===== config.mk =====
export PLATFORM = sky130hd
export DESIGN_NAME = seg_scan_ctrl
export DESIGN_NICKNAME = d
export VERILOG_FILES = /design/src/rtl/seg_pkg.sv /design/src/rtl/hex7seg.sv /design/src/rtl/seg_scan_ctrl.sv
export SDC_FILE = /design/constraint.sdc
export NUM_CORES = 1
export LEC_CHECK = 0
export ABC_CLOCK_PERIOD_IN_PS = 5900
export CAP_MARGIN = 0
export CORE_MARGIN = 1
export CORE_UTILIZATION = 50
export CTS_CLUSTER_SIZE = 10
export DETAILED_ROUTE_END_ITERATION = 7
export GPL_TIMING_DRIVEN = 0
export HOLD_SLACK_MARGIN = 0.06
export PLACE_DENSITY = 0.72
export SLEW_MARGIN = 20
export SYNTH_ARGS = -nofsm -noshare
export SYNTH_HDL_FRONTEND = slang
export SYNTH_SLANG_ARGS = --single-unit

===== constraint.sdc =====
create_clock -name clk -period 5.9 [get_ports clk]
set_input_delay 1.475 -clock clk [delete_from_list [all_inputs] [get_ports clk]]
set_output_delay 1.475 -clock clk [all_outputs]
set_load 0.1 [all_outputs]

===== src/rtl/seg_pkg.sv =====
// seg_pkg: shared types and helpers for the seven-segment display path.
//   seg_t       7-bit segment vector {g,f,e,d,c,b,a}, bit 0 = segment a
//   SEG_OFF     active-low pattern with every segment dark
//   hex_to_seg  nibble to active-high segment pattern (0-9, A, b, C, d, E, F)
`timescale 1ns/1ps
package seg_pkg;

  typedef logic [6:0] seg_t;

  localparam seg_t SEG_OFF = 7'h7F;

  function automatic seg_t hex_to_seg(input logic [3:0] nib);
    seg_t s;
    case (nib)
      4'h0: s = 7'h3F;
      4'h1: s = 7'h06;
      4'h2: s = 7'h5B;
      4'h3: s = 7'h4F;
      4'h4: s = 7'h66;
      4'h5: s = 7'h6D;
      4'h6: s = 7'h7D;
      4'h7: s = 7'h07;
      4'h8: s = 7'h7F;
      4'h9: s = 7'h6F;
      4'hA: s = 7'h77;
      4'hB: s = 7'h7C;
      4'hC: s = 7'h39;
      4'hD: s = 7'h5E;
      4'hE: s = 7'h79;
      default: s = 7'h71;
    endcase
    return s;
  endfunction

endpackage


===== src/rtl/hex7seg.sv =====
// hex7seg: combinational hex nibble to active-high segment decoder.
//   nibble  in   4  hex digit value
//   seg     out  7  segments {g..a}, 1 = lit
`timescale 1ns/1ps
module hex7seg
  import seg_pkg::*;
(
  input  logic [3:0] nibble,
  output logic [6:0] seg
);

  assign seg = hex_to_seg(nibble);

endmodule


===== src/rtl/seg_scan_ctrl.sv =====
// seg_scan_ctrl: multiplexed seven-segment scan controller.
// Scans DIGITS hex digits onto shared active-low anode/segment lines with
// per-digit decimal points and enables, PWM brightness, and a shadow/active
// register pair so new values only appear at a frame boundary.
//   clk         in   1           system clock (rising edge)
//   reset       in   1           asynchronous active-high reset
//   hex         in   4*DIGITS    digit values, digit i = hex[4i+3:4i]
//   dp_in       in   DIGITS      decimal point request per digit, 1 = lit
//   digit_en    in   DIGITS      digit enable, 0 = dark
//   brightness  in   PWM_BITS    duty code, all-ones = full on
//   load        in   1           strobe capturing the inputs into the shadow set
//   an          out  DIGITS      anodes, active-low
//   seg         out  7           segments {g..a}, active-low
//   dp          out  1           decimal point, active-low
//   frame_done  out  1           pulse on the cycle after a frame boundary
//   pending     out  1           shadow holds an uncommitted load
// Optional macro SEG_LZ_BLANK_EN enables leading-zero blanking.
`timescale 1ns/1ps
module seg_scan_ctrl
  import seg_pkg::*;
#(
  parameter int DIGITS   = 8,
  parameter int CLK_DIV  = 100000,
  parameter int PWM_BITS = 4
) (
  input  logic                  clk,
  input  logic                  reset,
  input  logic [4*DIGITS-1:0]   hex,
  input  logic [DIGITS-1:0]     dp_in,
  input  logic [DIGITS-1:0]     digit_en,
  input  logic [PWM_BITS-1:0]   brightness,
  input  logic                  load,
  output logic [DIGITS-1:0]     an,
  output logic [6:0]            seg,
  output logic                  dp,
  output logic                  frame_done,
  output logic                  pending
);

  localparam int SLOT_W = $clog2(CLK_DIV);
  localparam int SEL_W  = (DIGITS > 1) ? $clog2(DIGITS) : 1;
  localparam logic [SLOT_W-1:0] SLOT_LAST = SLOT_W'(CLK_DIV - 1);
  localparam logic [SEL_W-1:0]  SEL_LAST  = SEL_W'(DIGITS - 1);

  logic [SLOT_W-1:0]   slot_cnt;
  logic [SEL_W-1:0]    sel;
  logic [PWM_BITS-1:0] pwm_cnt;

  logic [4*DIGITS-1:0] sh_hex, act_hex;
  logic [DIGITS-1:0]   sh_dp, act_dp;
  logic [DIGITS-1:0]   sh_en, act_en;
  logic [PWM_BITS-1:0] sh_bri, act_bri;

  logic slot_wrap, boundary, commit;
  logic [4*DIGITS-1:0] cmt_hex;
  logic [DIGITS-1:0]   cmt_dp, cmt_en;
  logic [PWM_BITS-1:0] cmt_bri;

  assign slot_wrap = (slot_cnt == SLOT_LAST);
  assign boundary  = slot_wrap && (sel == SEL_LAST);
  assign commit    = boundary && (pending || load);

  // A load on the boundary cycle bypasses the shadow so it lands this frame.
  assign cmt_hex = load ? hex        : sh_hex;
  assign cmt_dp  = load ? dp_in      : sh_dp;
  assign cmt_en  = load ? digit_en   : sh_en;
  assign cmt_bri = load ? brightness : sh_bri;

  always_ff @(posedge clk or posedge reset) begin
    if (reset) begin
      slot_cnt <= '0;
      sel      <= '0;
      pwm_cnt  <= '0;
      pending  <= 1'b0;
      sh_hex   <= '0;
      sh_dp    <= '0;
      sh_en    <= '0;
      sh_bri   <= '0;
      act_hex  <= '0;
      act_dp   <= '0;
      act_en   <= '0;
      act_bri  <= '0;
    end else begin
      pwm_cnt <= pwm_cnt + 1'b1;
      if (slot_wrap) begin
        slot_cnt <= '0;
        sel      <= (sel == SEL_LAST) ? '0 : sel + 1'b1;
      end else begin
        slot_cnt <= slot_cnt + 1'b1;
      end
      if (load) begin
        sh_hex <= hex;
        sh_dp  <= dp_in;
        sh_en  <= digit_en;
        sh_bri <= brightness;
      end
      if (commit) begin
        act_hex <= cmt_hex;
        act_dp  <= cmt_dp;
        act_en  <= cmt_en;
        act_bri <= cmt_bri;
        pending <= 1'b0;
      end else if (load) begin
        pending <= 1'b1;
      end
    end
  end

`ifdef SEG_LZ_BLANK_EN
  logic [DIGITS-1:0] blank_mask;

  // Walk down from the top digit; zeros without a dp stay dark until the
  // first visible content. Digit 0 is never blanked.
  function automatic logic [DIGITS-1:0] lz_mask(input logic [4*DIGITS-1:0] h,
                                                input logic [DIGITS-1:0]   d);
    logic [DIGITS-1:0] m;
    logic lead;
    m    = '0;
    lead = 1'b1;
    for (int i = DIGITS - 1; i >= 1; i--) begin
      if ((h[4*i +: 4] != 4'h0) || d[i]) lead = 1'b0;
      m[i] = lead;
    end
    return m;
  endfunction

  always_ff @(posedge clk or posedge reset) begin
    if (reset) blank_mask <= '0;
    else if (commit) blank_mask <= lz_mask(cmt_hex, cmt_dp);
  end
`endif

  logic [3:0]        nib_sel;
  logic              en_sel, dp_sel, blank_sel, lit_p0;
  logic [DIGITS-1:0] an_p0;
  logic [6:0]        seg_dec;

  always_comb begin
    nib_sel   = 4'h0;
    en_sel    = 1'b0;
    dp_sel    = 1'b0;
    blank_sel = 1'b0;
    for (int i = 0; i < DIGITS; i++) begin
      if (sel == SEL_W'(i)) begin
        nib_sel = act_hex[4*i +: 4];
        en_sel  = act_en[i];
        dp_sel  = act_dp[i];
`ifdef SEG_LZ_BLANK_EN
        blank_sel = blank_mask[i];
`endif
      end
    end
    lit_p0 = en_sel && !blank_sel && (pwm_cnt <= act_bri);
    an_p0  = '1;
    for (int i = 0; i < DIGITS; i++) begin
      if (lit_p0 && (sel == SEL_W'(i))) an_p0[i] = 1'b0;
    end
  end

  hex7seg u_dec (
    .nibble (nib_sel),
    .seg    (seg_dec)
  );

  // Stage boundary: registered pin drivers, one cycle behind scan state.
  always_ff @(posedge clk or posedge reset) begin
    if (reset) begin
      an         <= '1;
      seg        <= SEG_OFF;
      dp         <= 1'b1;
      frame_done <= 1'b0;
    end else begin
      an         <= an_p0;
      seg        <= lit_p0 ? ~seg_dec : SEG_OFF;
      dp         <= lit_p0 ? ~dp_sel : 1'b1;
      frame_done <= boundary;
    end
  end

endmodule

* Yosys cells after proc, flatten, opt, wreduce, memory -nomap -nowiden *
Memory sizes are Yosys's and may differ from the RTL's.
Cells that the tools add are included.

word-level totals
  memory bits (writable) = 0
  output and inout port bits = 18
  input bits = 55
  ROM bits = 112
  latch bits = 0
  memories kept = 1
  register bits = 146

memories
  memory           depth  width  rd ports  clocked after memory_dff  wr ports  line           text
  (no name shown)  16     7      1         0                         0         seg_pkg.sv:14  case (nib)

operators by class
  add/sub/neg operators = 3
  div/mod/pow operators = 0
  reduce and logical (&&, ||, !) cells = 14
  equality and inequality tests = 8
  multiplexer cells = 42
  shift-type cells = 0
  bitwise logic cells = 2
  order comparisons = 1
  multiply operators = 0

operator list
  cell                     count
  $mux W4                  9
  $mux W32                 1
  $mux W1                  27
  $add A17 B1 Y17 const B  1
  $eq A17 B17 Y1 const B   1
  $mux W17                 1
  $mux W8                  2
  $eq A3 B3 Y1 const B     4
  $logic_and A1 B1 Y1      11
  $mux W7                  1
  $not A7 Y7               1
  $eq A3 B2 Y1 const B     2
  $add A4 B1 Y4 const B    1
  $le A4 B4 Y1             1
  $add A3 B1 Y3 const B    1
  $eq A3 B1 Y1 const B     1
  $logic_not A3 Y1         1
  $mux W3                  1
  $reduce_bool A2 Y1       1
  $logic_or A1 B1 Y1       1
  $not A1 Y1               1

* Logic depth before layout (Yosys ltp) *
Gate-level depths: netlist of the first run.

  word-level depth = 12
  mapped depth = 14
  depth with buffers taken out = 12

* By module *
From an unflattened synthesis of the first run, not the netlist that was laid out.

second synthesis, totals
  cell total of the unflattened synthesis = 499
  area, all modules = 6751.5 µm²

modules (own cells, without submodules)
  module         area an instance (µm²)  times used  cells an instance  seq. area each (µm²)
  seg_scan_ctrl  6468.7                  1           466                3673.5
  hex7seg        282.8                   1           33                 0.0

* Least setup slack after synthesis of the first run *
OpenSTA, ideal clock, no wires.

  path kind = input to register
  start = input port load
  end = register act_bri[0]
  data required time = 5.775 ns
  arrival = 2.679 ns
  slack = 3.096 ns
  stages = 4
  buffers on the path = 2
  library setup time = 0.125 ns
  cell sequence = clkbuf_1 -> buf_1 -> mux2_2 -> mux2_4

between the ends
  elaborated cells between the ends (all ways) = 3
  classes of those cells = 1 x mux; 2 x reduce/logical

RTL lines
  item                  line                  text
  from (decl)           seg_scan_ctrl.sv:32   input logic load,
  $mux W4               -
  net cmt_bri[0]        seg_scan_ctrl.sv:57   logic [PWM_BITS-1:0] cmt_bri;
  to (signal assigned)  seg_scan_ctrl.sv:101  act_bri <= cmt_bri;
  to (decl)             seg_scan_ctrl.sv:52   logic [PWM_BITS-1:0] sh_bri, act_bri;

The timed path passes the listed nets, and every way through them passes these cells.
A chain may end at the register's enable or synchronous reset.

* Final worst setup path of the first run *
  start = register an[3]
  end = output port an[3]

RTL lines
  item                    line                  text
  from (decl)             seg_scan_ctrl.sv:33   output logic [DIGITS-1:0] an,
  from (signal assigned)  seg_scan_ctrl.sv:173  an <= an_p0;

No word-level cell between the ends.

==> results of run 1 <==
[state kept, by name, indices dropped and copies added (netlist names), 3 cells and up]
| register | count |
|---|---|
| act_bri | 4 |
| act_dp | 8 |
| act_en | 8 |
| act_hex | 32 |
| an | 8 |
| pwm_cnt | 4 |
| seg | 7 |
| sel | 3 |
| sh_bri | 4 |
| sh_dp | 8 |
| sh_en | 8 |
| sh_hex | 32 |
| slot_cnt | 17 |
[kinds of logic (layout without fill, tap and decap cells)]
group / count (synthesis) / after routing / share of synthesized area [%]
adders and majority gates: 18 / 18 / 3.38
xor gates and xnor gates: 15 / 15 / 1.97
DFF: 146 / 146 / 55.1
buffers and inverters: 45 / 149 / 4.13
and+or+nand+nor: 99 / 99 / 7.75
AOI/OAI and AO/OA: 69 / 69 / 7.13
muxes: 105 / 105 / 20.5
[worst paths after layout]
kind / from / endpoint
max: an[3] / an[3]
min: act_dp[7] / dp
max reg2reg: sel[0] / seg[0]
min reg2reg: act_dp[7] / dp
max in group asynchronous: reset / act_dp[3]
min in group asynchronous: reset / sh_dp[5]
[cells in the final DEF, fill, tap and decap left out, drive strengths merged, types with 5 or more instances in the layout]
cell type	count
a31oi	6
dfrtp	130
o21ai	11
nor2	14
nand3	19
mux2	105
xor2	9
ha	18
buf	14
o221ai	5
dfstp	16
clkbuf	35
nand2	29
inv	19
xnor2	6
a21oi	15
clkdlybuf4s50	71
o211ai	6
nor2b	7
[metrics by stage]
stage | hold WS (ns) | power, W | std cells
floorplan | 0.405 | 0.00113 | 497
global placement | 0.419 | 0.00118 | 740
detailed placement | 0.431 | 0.00119 | 741
CTS | 0.437 | 0.00231 | 773
global route | 0.473 | 0.00237 | 773
finish | 0.436 | 0.00229 | 773
[per-layer routing]
| layer | global-route usage [%] | vias to the layer above | part of all wire (%) |
|---|---|---|---|
| met5 | 0 | - | 0 |
| met3 | 4.80 | 14 | 4.0 |
| met1 | 28.4 | 2134 | 46 |
| li1 | - | 1947 | - |
| met2 | 33.2 | 93 | 48 |
| met4 | 7.37 | 0 | 1.3 |
[final cells by class]
| type | instances | area [µm²] | share of cell area, % |
|---|---|---|---|
| Sequential cell | 146 | 3670 | 44.5 |
| Multi-Input combinational cell | 306 | 2720 | 32.9 |
| Timing Repair Buffer | 72 | 738 | 8.94 |
| Clock buffer | 21 | 480 | 5.82 |
| Tap cell | 172 | 215 | 2.61 |
| Buffer | 27 | 208 | 2.51 |
| Clock inverter | 11 | 151 | 1.83 |
| Inverter | 18 | 75.1 | 0.909 |
[power breakdown]
group	leakage [nW]	switching, W	internal, W
clock network	0.298	0.000412	0.000711
logic	1.44	0.0000539	0.0000671
registers	1.84	0.00000871	0.00104
total	3.58	0.000475	0.00182
==> flow_metrics.env, run 1 <==
export IMPL_finClkSkew_ns=0.0110
export IMPL_place_area_um2=7630
export IMPL_hpwlAfterDp_um=9340
export IMPL_track_usage_pct=21.0
export IMPL_postCtsHoldBufs=0
export IMPL_synth_top_flop_cell="dfrtp_1"
export IMPL_ir_drop_v=0.000197
export IMPL_root_buffer="clkbuf_16"
export IMPL_setup_viol_count_final=0
export IMPL_rows=41
export IMPL_cap_violations=0
export IMPL_nets=661
export IMPL_antenna_found_initial=0
export IMPL_post_cts_setup_buffers=0
export IMPL_cp_slowest_stage_delay_ns=1.13
export IMPL_wl_per_cell_um=17.3
export IMPL_hold_viol=0
export IMPL_clock_latency_ns=0.43
export IMPL_worst_pin_slew_ns=0.978
export IMPL_io_pins=73
export IMPL_antenna_left=0
export IMPL_cp_end_kind="output pin"
export IMPL_min_period_ns=3.56
export IMPL_die_area_um2=13800
export IMPL_synth_most_common_cell="dfrtp_1"
export IMPL_critPathRequiredTime_ns=4.43
export IMPL_ys_types=51
export IMPL_reg2reg_depth=12
export IMPL_syn_inst=497
export IMPL_synthTopCellsByCount="dfrtp_1, mux2_2, mux2_4"
export IMPL_finalWorstSetupSlack_ns=2.34
export IMPL_startpoint_type="flop"
export IMPL_routed_wl_um=13400
export IMPL_core_area_um2=12800
export IMPL_gp_congestion=0.912
export IMPL_ys_warn_count=0
export IMPL_grt_pass1_vias=4434
export IMPL_rsz0062_at_grt="false"
export IMPL_drive_gt1_share_pct=28.5
export IMPL_start_util_pct=52.0
export IMPL_path_clk_slew_ns=0.06
export IMPL_fillers=968
export IMPL_p_leak_nw=3.58
export IMPL_die_x_um=117
export IMPL_htreeDepth=4
export IMPL_crit_arrival_ns=2.08
export IMPL_synth_seq_area_share_pct=55.1
export IMPL_grt_max_degree=105
export IMPL_crit_chain="clkdlybuf4s50_1"
export IMPL_grt_pass1_wl_um=22500
export IMPL_first_pass_iters=5
export IMPL_cts_max_path_buffers=2
export IMPL_crit_buf_inv=1
export IMPL_synthTopCellsByArea="dfrtp_1, mux2_4, mux2_2"
export IMPL_status="finished clean"
export IMPL_ys_ff_latch=146
export IMPL_synth_edff_count=0
export IMPL_ctsResizeCount=0
export IMPL_hold_class="reg -> reg"
export IMPL_syn_to_final_growth_pct=23.9
export IMPL_post_route_period_util_pct=60.3
export IMPL_crit_slowest_cell="clkdlybuf4s50_1"
export IMPL_drtIter0Drc=224
export IMPL_yosys_area_top_type="dfrtp_1"
export IMPL_via_count=4188
export IMPL_portBuffers=71
export IMPL_critPathKind="reg -> out"
export IMPL_synth_area_um2=6670
export IMPL_path_depth=1
export IMPL_p_per_area_nw_per_um2=277
export IMPL_critPathTopFamily="buffers and inverters"
export IMPL_synth_top_area_share_pct=48.8
export IMPL_drc_errors=0
export IMPL_max_freq_mhz=281
export IMPL_viasPerCell=5.42
export IMPL_antennaDiodeCount=0
export IMPL_async_reset_ff_share_pct=100
export IMPL_final_util_pct=64.4
export IMPL_r2r_slack_ns=2.52
export IMPL_tns_ns=0
export IMPL_drv_slew=0
export IMPL_tritoncts="built"
export IMPL_postSynthAreaPerCell_um2=13.4
export IMPL_die_y_um=117
export IMPL_critPathMaxFanout=1
export IMPL_syn_nets=570
export IMPL_relSlewSlack_pct=34.6
export IMPL_post_place_ws_ns=2.51
export IMPL_cts_sinks=146
export IMPL_grt_overflow_total=0
export IMPL_cts_buffers=17
export IMPL_worst_hold_path_num_cells=1
export IMPL_finish_instance_area_um2=8260
Note: power is estimated with default switching activity, not from simulation.
==> inputs of run 2 (changes only) <==
--- a/config.mk
+++ b/config.mk
@@ -5,7 +5,7 @@
 export SDC_FILE = /design/constraint.sdc
 export NUM_CORES = 1
 export LEC_CHECK = 0
-export ABC_CLOCK_PERIOD_IN_PS = 5900
+export ABC_CLOCK_PERIOD_IN_PS = 3100
 export CAP_MARGIN = 0
 export CORE_MARGIN = 1
 export CORE_UTILIZATION = 50
@@ -13,7 +13,7 @@
 export DETAILED_ROUTE_END_ITERATION = 7
 export GPL_TIMING_DRIVEN = 0
 export HOLD_SLACK_MARGIN = 0.06
-export PLACE_DENSITY = 0.72
+export PLACE_DENSITY = 0.75
 export SLEW_MARGIN = 20
 export SYNTH_ARGS = -nofsm -noshare
 export SYNTH_HDL_FRONTEND = slang
==> constraint.sdc (replaced) <==
create_clock -name clk -period 3.1 [get_ports clk]
set_input_delay 0.775 -clock clk [delete_from_list [all_inputs] [get_ports clk]]
set_output_delay 0.775 -clock clk [all_outputs]
set_load 0.1 [all_outputs]
==> flow_metrics.env, run 2 (synthesis gave the netlist of run 1 again) <==
export IMPL_track_usage_pct=21.5
export IMPL_die_area_um2=13800
export IMPL_ir_drop_v=0.000364
export IMPL_drive_gt1_share_pct=30.1
export IMPL_critPathMaxFanout=10
export IMPL_status="finished clean"
export IMPL_reg_largest_list="act_hex (32), sh_hex (32), slot_cnt (17)"
export IMPL_hpwlAfterDp_um=9530
export IMPL_seq_power_share_pct=46.0
export IMPL_drtIter0Drc=266
export IMPL_startpoint_type="flop"
export IMPL_setup_viol_count_final=0
export IMPL_relSlewSlack_pct=34.6
export IMPL_crit_chain="clkbuf_4, clkinvlp_4, ha_1, clkbuf_2, a22o_1, a31o_2, o22ai_2, o2bb2ai_4, inv_1, ha_1, inv_1, nor2_1, a21oi_1, o221ai_1"
export IMPL_htreeDepth=4
export IMPL_core_area_um2=12800
export IMPL_comb_power_share_pct=5.5
export IMPL_root_buffer="clkbuf_16"
export IMPL_grt_pass1_vias=4481
export IMPL_portBuffers=71
export IMPL_hold_viol=0
export IMPL_die_y_um=117
export IMPL_critPathRequiredTime_ns=3.40
export IMPL_start_util_pct=52.0
export IMPL_post_route_period_util_pct=94.9
export IMPL_layout_commonest_cell="dfrtp_1"
export IMPL_drc_errors=0
export IMPL_internal_power_w=0.00346
export IMPL_postCtsHoldBufs=0
export IMPL_fin_hold_ws_ns=0.441
export IMPL_hold_class="reg -> reg"
export IMPL_critPathKind="reg -> reg"
export IMPL_antenna_found_initial=0
export IMPL_p_sw_w=0.000864
export IMPL_finClkSkew_ns=0.00566
export IMPL_max_freq_mhz=340
export IMPL_crit_arrival_ns=3.24
export IMPL_io_pins=73
export IMPL_crit_slowest_cell="dfrtp_1"
export IMPL_via_count=4229
export IMPL_grt_overflow_total=0
export IMPL_antenna_left=0
export IMPL_rsz0062_at_grt="false"
export IMPL_antennaDiodeCount=0
export IMPL_grt_max_degree=36
export IMPL_first_pass_iters=5
export IMPL_path_clk_slew_ns=0.06
export IMPL_wl_per_cell_um=17.3
export IMPL_cp_end_kind="flop"
export IMPL_gp_congestion=0.897
export IMPL_cts_buffers=17
export IMPL_cap_violations=0
export IMPL_routed_wl_um=13400
export IMPL_clock_latency_ns=0.41
export IMPL_drv_slew=0
export IMPL_place_area_um2=7680
export IMPL_die_x_um=117
export IMPL_clockPowerShare_pct=48.4
export IMPL_min_period_ns=2.94
export IMPL_cts_max_path_buffers=2
export IMPL_rows=41
export IMPL_layout_common_cells="dfrtp_1, clkdlybuf4s50_1, mux2_2, mux2_4, nand2_1"
export IMPL_viasPerCell=5.44
export IMPL_cts_sinks=146
export IMPL_swShare_pct=20.0
export IMPL_cp_slowest_stage_delay_ns=0.34
export IMPL_syn_to_final_growth_pct=25.4
export IMPL_grt_pass1_wl_um=23100
export IMPL_tritoncts="built"
export IMPL_p_per_area_nw_per_um2=517
export IMPL_finish_instance_area_um2=8360
export IMPL_worst_pin_slew_ns=0.978
export IMPL_nets=665
export IMPL_p_leak_nw=3.64
[run 2: layout make-up]
cell class | instances | area [µm²]
Buffer | 26 | 213
Tap cell | 172 | 215
Clock inverter | 8 | 125
Multi-Input combinational cell | 306 | 2750
Fill cell | 914 | 4470
Timing Repair Buffer | 77 | 813
Sequential cell | 146 | 3670
Clock buffer | 24 | 492
Inverter | 18 | 75.1
[run 2: worst paths after layout]
| kind | depth (start not counted) | from | end | slack (ns) |
|---|---|---|---|---|
| max | 14 | sel[2] | seg[5] | 0.16 |
| min | 1 | act_dp[7] | dp | 0.44 |
| max reg2reg | 14 | sel[2] | seg[5] | 0.16 |
| min reg2reg | 1 | act_dp[7] | dp | 0.44 |
| max in group asynchronous | 4 | reset | act_hex[17] | 1.54 |
| min in group asynchronous | 2 | reset | slot_cnt[15] | 0.81 |
[run 2: critical path, delay by kind of cell (launching register included)]
family                     cells  cell delay [ns]
and+or+nand+nor                1             0.06
AOI/OAI and AO/OA              6             1.23
buffers and inverters          5             0.74
adders and majority gates      2             0.46
DFF                            1             0.34
[run 2: per-layer routing]
layer	part of all wire (%)	track usage (%)	vias to the layer above
li1	-	-	1954
met2	48	34.5	134
met4	1.4	7.21	0
met1	46	28.9	2125
met3	5.2	5.09	16
met5	0	0	-
[run 2: metrics by stage]
step           TNS, ns  total power (W)  util [%]  std cells  setup slack, ns
6_report             0          0.00433      65.2        777            0.157
5_1_grt              0          0.00447      65.2        777           0.0250
4_1_cts              0          0.00437      64.8        776           0.0761
3_5_place_dp    -0.161          0.00227      59.9        744          -0.0882
3_3_place_gp    -81.00          0.00225      59.2        740           -0.630
2_1_floorplan        0          0.00214         -        497            0.442
[run 2: timing repair]
action | in CTS | in global routing
gates resized for setup | 4 | 11
setup buffers | 0 | 2
pin swaps | 0 | 0
endpoints found under the setup margin | 5 | 13
cloned | 0 | 0
[run 2: power groups by stage]
stage / sequential, W / clock (W) / combinational [W]
floorplan: 0.00202 / 0 / 0.000126
global placement: 0.00202 / 0 / 0.000223
detailed placement: 0.00202 / 0 / 0.000244
CTS: 0.00199 / 0.00213 / 0.000246
global route: 0.00200 / 0.00221 / 0.000264
finish: 0.00199 / 0.00209 / 0.000240
==> inputs of run 3 (changes only) <==
--- a/config.mk
+++ b/config.mk
@@ -11,9 +11,11 @@
 export CORE_UTILIZATION = 50
 export CTS_CLUSTER_SIZE = 10
 export DETAILED_ROUTE_END_ITERATION = 7
+export DONT_BUFFER_PORTS = 1
 export GPL_TIMING_DRIVEN = 0
 export HOLD_SLACK_MARGIN = 0.06
-export PLACE_DENSITY = 0.75
+export PLACE_DENSITY = 0.68
+export SKIP_LAST_GASP = 1
 export SLEW_MARGIN = 20
 export SYNTH_ARGS = -nofsm -noshare
 export SYNTH_HDL_FRONTEND = slang
==> flow_metrics.env, run 3 (synthesis gave the netlist of run 1 again) <==
export IMPL_status="finished clean"
export IMPL_rows=41
export IMPL_fillers=1026
export IMPL_viasPerCell=5.55
export IMPL_syn_to_final_growth_pct=14.3
export IMPL_start_util_pct=52.0
export IMPL_grt_pass1_vias=4162
export IMPL_min_period_ns=2.92
export IMPL_antenna_found_initial=1
export IMPL_antenna_left=0
export IMPL_io_pins=73
export IMPL_critPathRequiredTime_ns=3.40
export IMPL_p_per_area_nw_per_um2=541
export IMPL_drc_errors=0
export IMPL_fin_hold_ws_ns=0.339
export IMPL_critPathMaxFanout=10
export IMPL_clock_latency_ns=0.42
export IMPL_htreeDepth=4
export IMPL_grt_max_degree=34
export IMPL_grt_pass1_wl_um=21500
export IMPL_finClkSkew_ns=0.0102
export IMPL_worstSetupStartpoint="sel[2]"
export IMPL_wl_per_cell_um=18.1
export IMPL_hold_viol=0
export IMPL_die_y_um=117
export IMPL_die_area_um2=13800
export IMPL_setup_viol_count_final=0
export IMPL_drtIter0Drc=213
export IMPL_p_leak_nw=3.33
export IMPL_postCtsHoldBufs=0
export IMPL_drive_gt1_share_pct=34.6
export IMPL_reg2reg_from="sel[2]"
export IMPL_drv_slew=0
export IMPL_cts_max_path_buffers=2
export IMPL_core_area_um2=12800
export IMPL_startpoint_type="flop"
export IMPL_worst_pin_slew_ns=0.927
export IMPL_cap_violations=0
export IMPL_cts_buffers=17
export IMPL_crit_arrival_ns=3.23
export IMPL_root_buffer="clkbuf_16"
export IMPL_ir_drop_v=0.000340
export IMPL_first_pass_iters=4
export IMPL_tritoncts="built"
export IMPL_hpwlAfterDp_um=9380
export IMPL_via_count=3928
export IMPL_final_util_pct=59.4
export IMPL_layout_commonest_cell="dfrtp_1"
export IMPL_portBuffers=0
export IMPL_post_route_period_util_pct=94.3
export IMPL_layout_common_cells="dfrtp_1, mux2_2, mux2_4, nand2_1"
export IMPL_critPathKind="reg -> reg"
export IMPL_max_freq_mhz=342
export IMPL_track_usage_pct=20.3
export IMPL_gp_congestion=0.893
export IMPL_die_x_um=117
export IMPL_cts_sinks=146
export IMPL_grt_overflow_total=0
export IMPL_nets=594
export IMPL_routed_wl_um=12800
export IMPL_relSlewSlack_pct=38.2
export IMPL_hold_class="in -> async"
export IMPL_reg_largest_list="act_hex (32), sh_hex (32), slot_cnt (17)"
export IMPL_cp_end_kind="flop"
export IMPL_path_clk_slew_ns=0.06
-- run 3: metrics by stage --
step	setup WS [ns]	power, W	instances	instance area [µm²]	TNS, ns
final	0.176	0.00412	708	7620	0
after floorplan	0.442	0.00214	497	6670	0
after CTS	-0.0772	0.00417	705	7560	-0.0772
after detailed placement	-0.178	0.00220	673	6970	-0.466
after global placement	-0.111	0.00218	669	6890	-13.20
after global routing	-0.0146	0.00429	706	7620	-0.0146
-- run 3: critical path, stage by stage, from the launching register on --
cell and delay [ns]:
dfrtp_1 0.35, clkbuf_4 0.21, clkinvlp_4 0.12, ha_1 0.22, clkbuf_2 0.22, a22o_1 0.22
a31o_2 0.23, o22ai_2 0.23, o2bb2ai_4 0.20, inv_1 0.10, ha_2 0.23, and4_1 0.16
a31oi_1 0.15, o2111ai_1 0.16
-- run 3: final cells by class --
type	instances	area [µm²]	area share [%]
Antenna cell	2	5.00	0.0657
Timing Repair Buffer	6	103	1.35
Clock buffer	20	479	6.29
Buffer	26	213	2.79
Multi-Input combinational cell	306	2750	36.1
Tap cell	172	215	2.82
Sequential cell	146	3670	48.2
Inverter	18	75.1	0.985
Clock inverter	12	104	1.36
-- run 3: power by group --
part | internal (W) | switching, W | total, W
registers | 0.00197 | 0.0000147 | 0.00199
logic | 0.0000776 | 0.0000923 | 0.000170
clock network | 0.00119 | 0.000770 | 0.00196
-- run 3: what timing repair did --
item | 4_1_cts | 5_1_grt
resized for setup | 3 | 14
setup endpoints to repair | 6 | 15
gates cloned | 0 | 0
setup buffers | 0 | 2
pin swaps | 0 | 1
-- run 3: final timing paths --
| path | to | slack [ns] | depth (start not counted) |
|---|---|---|---|
| worst max-delay path | seg[0] | 0.18 | 13 |
| worst min-delay path | sh_hex[0] | 0.34 | 1 |
| worst max register to register | seg[0] | 0.18 | 13 |
| worst min register to register | dp | 0.47 | 1 |
| max in group asynchronous | act_hex[27] | 1.70 | 4 |
| min in group clk | dp | 0.47 | 1 |
-- run 3: per-layer routing --
| metal | global-route usage, % | up-vias | share of wire, % |
|---|---|---|---|
| met5 | 0 | - | 0 |
| met4 | 8.73 | 0 | 2.5 |
| met3 | 5.67 | 28 | 5.3 |
| met2 | 31.8 | 106 | 48 |
| met1 | 26.3 | 1976 | 44 |
| li1 | - | 1818 | - |
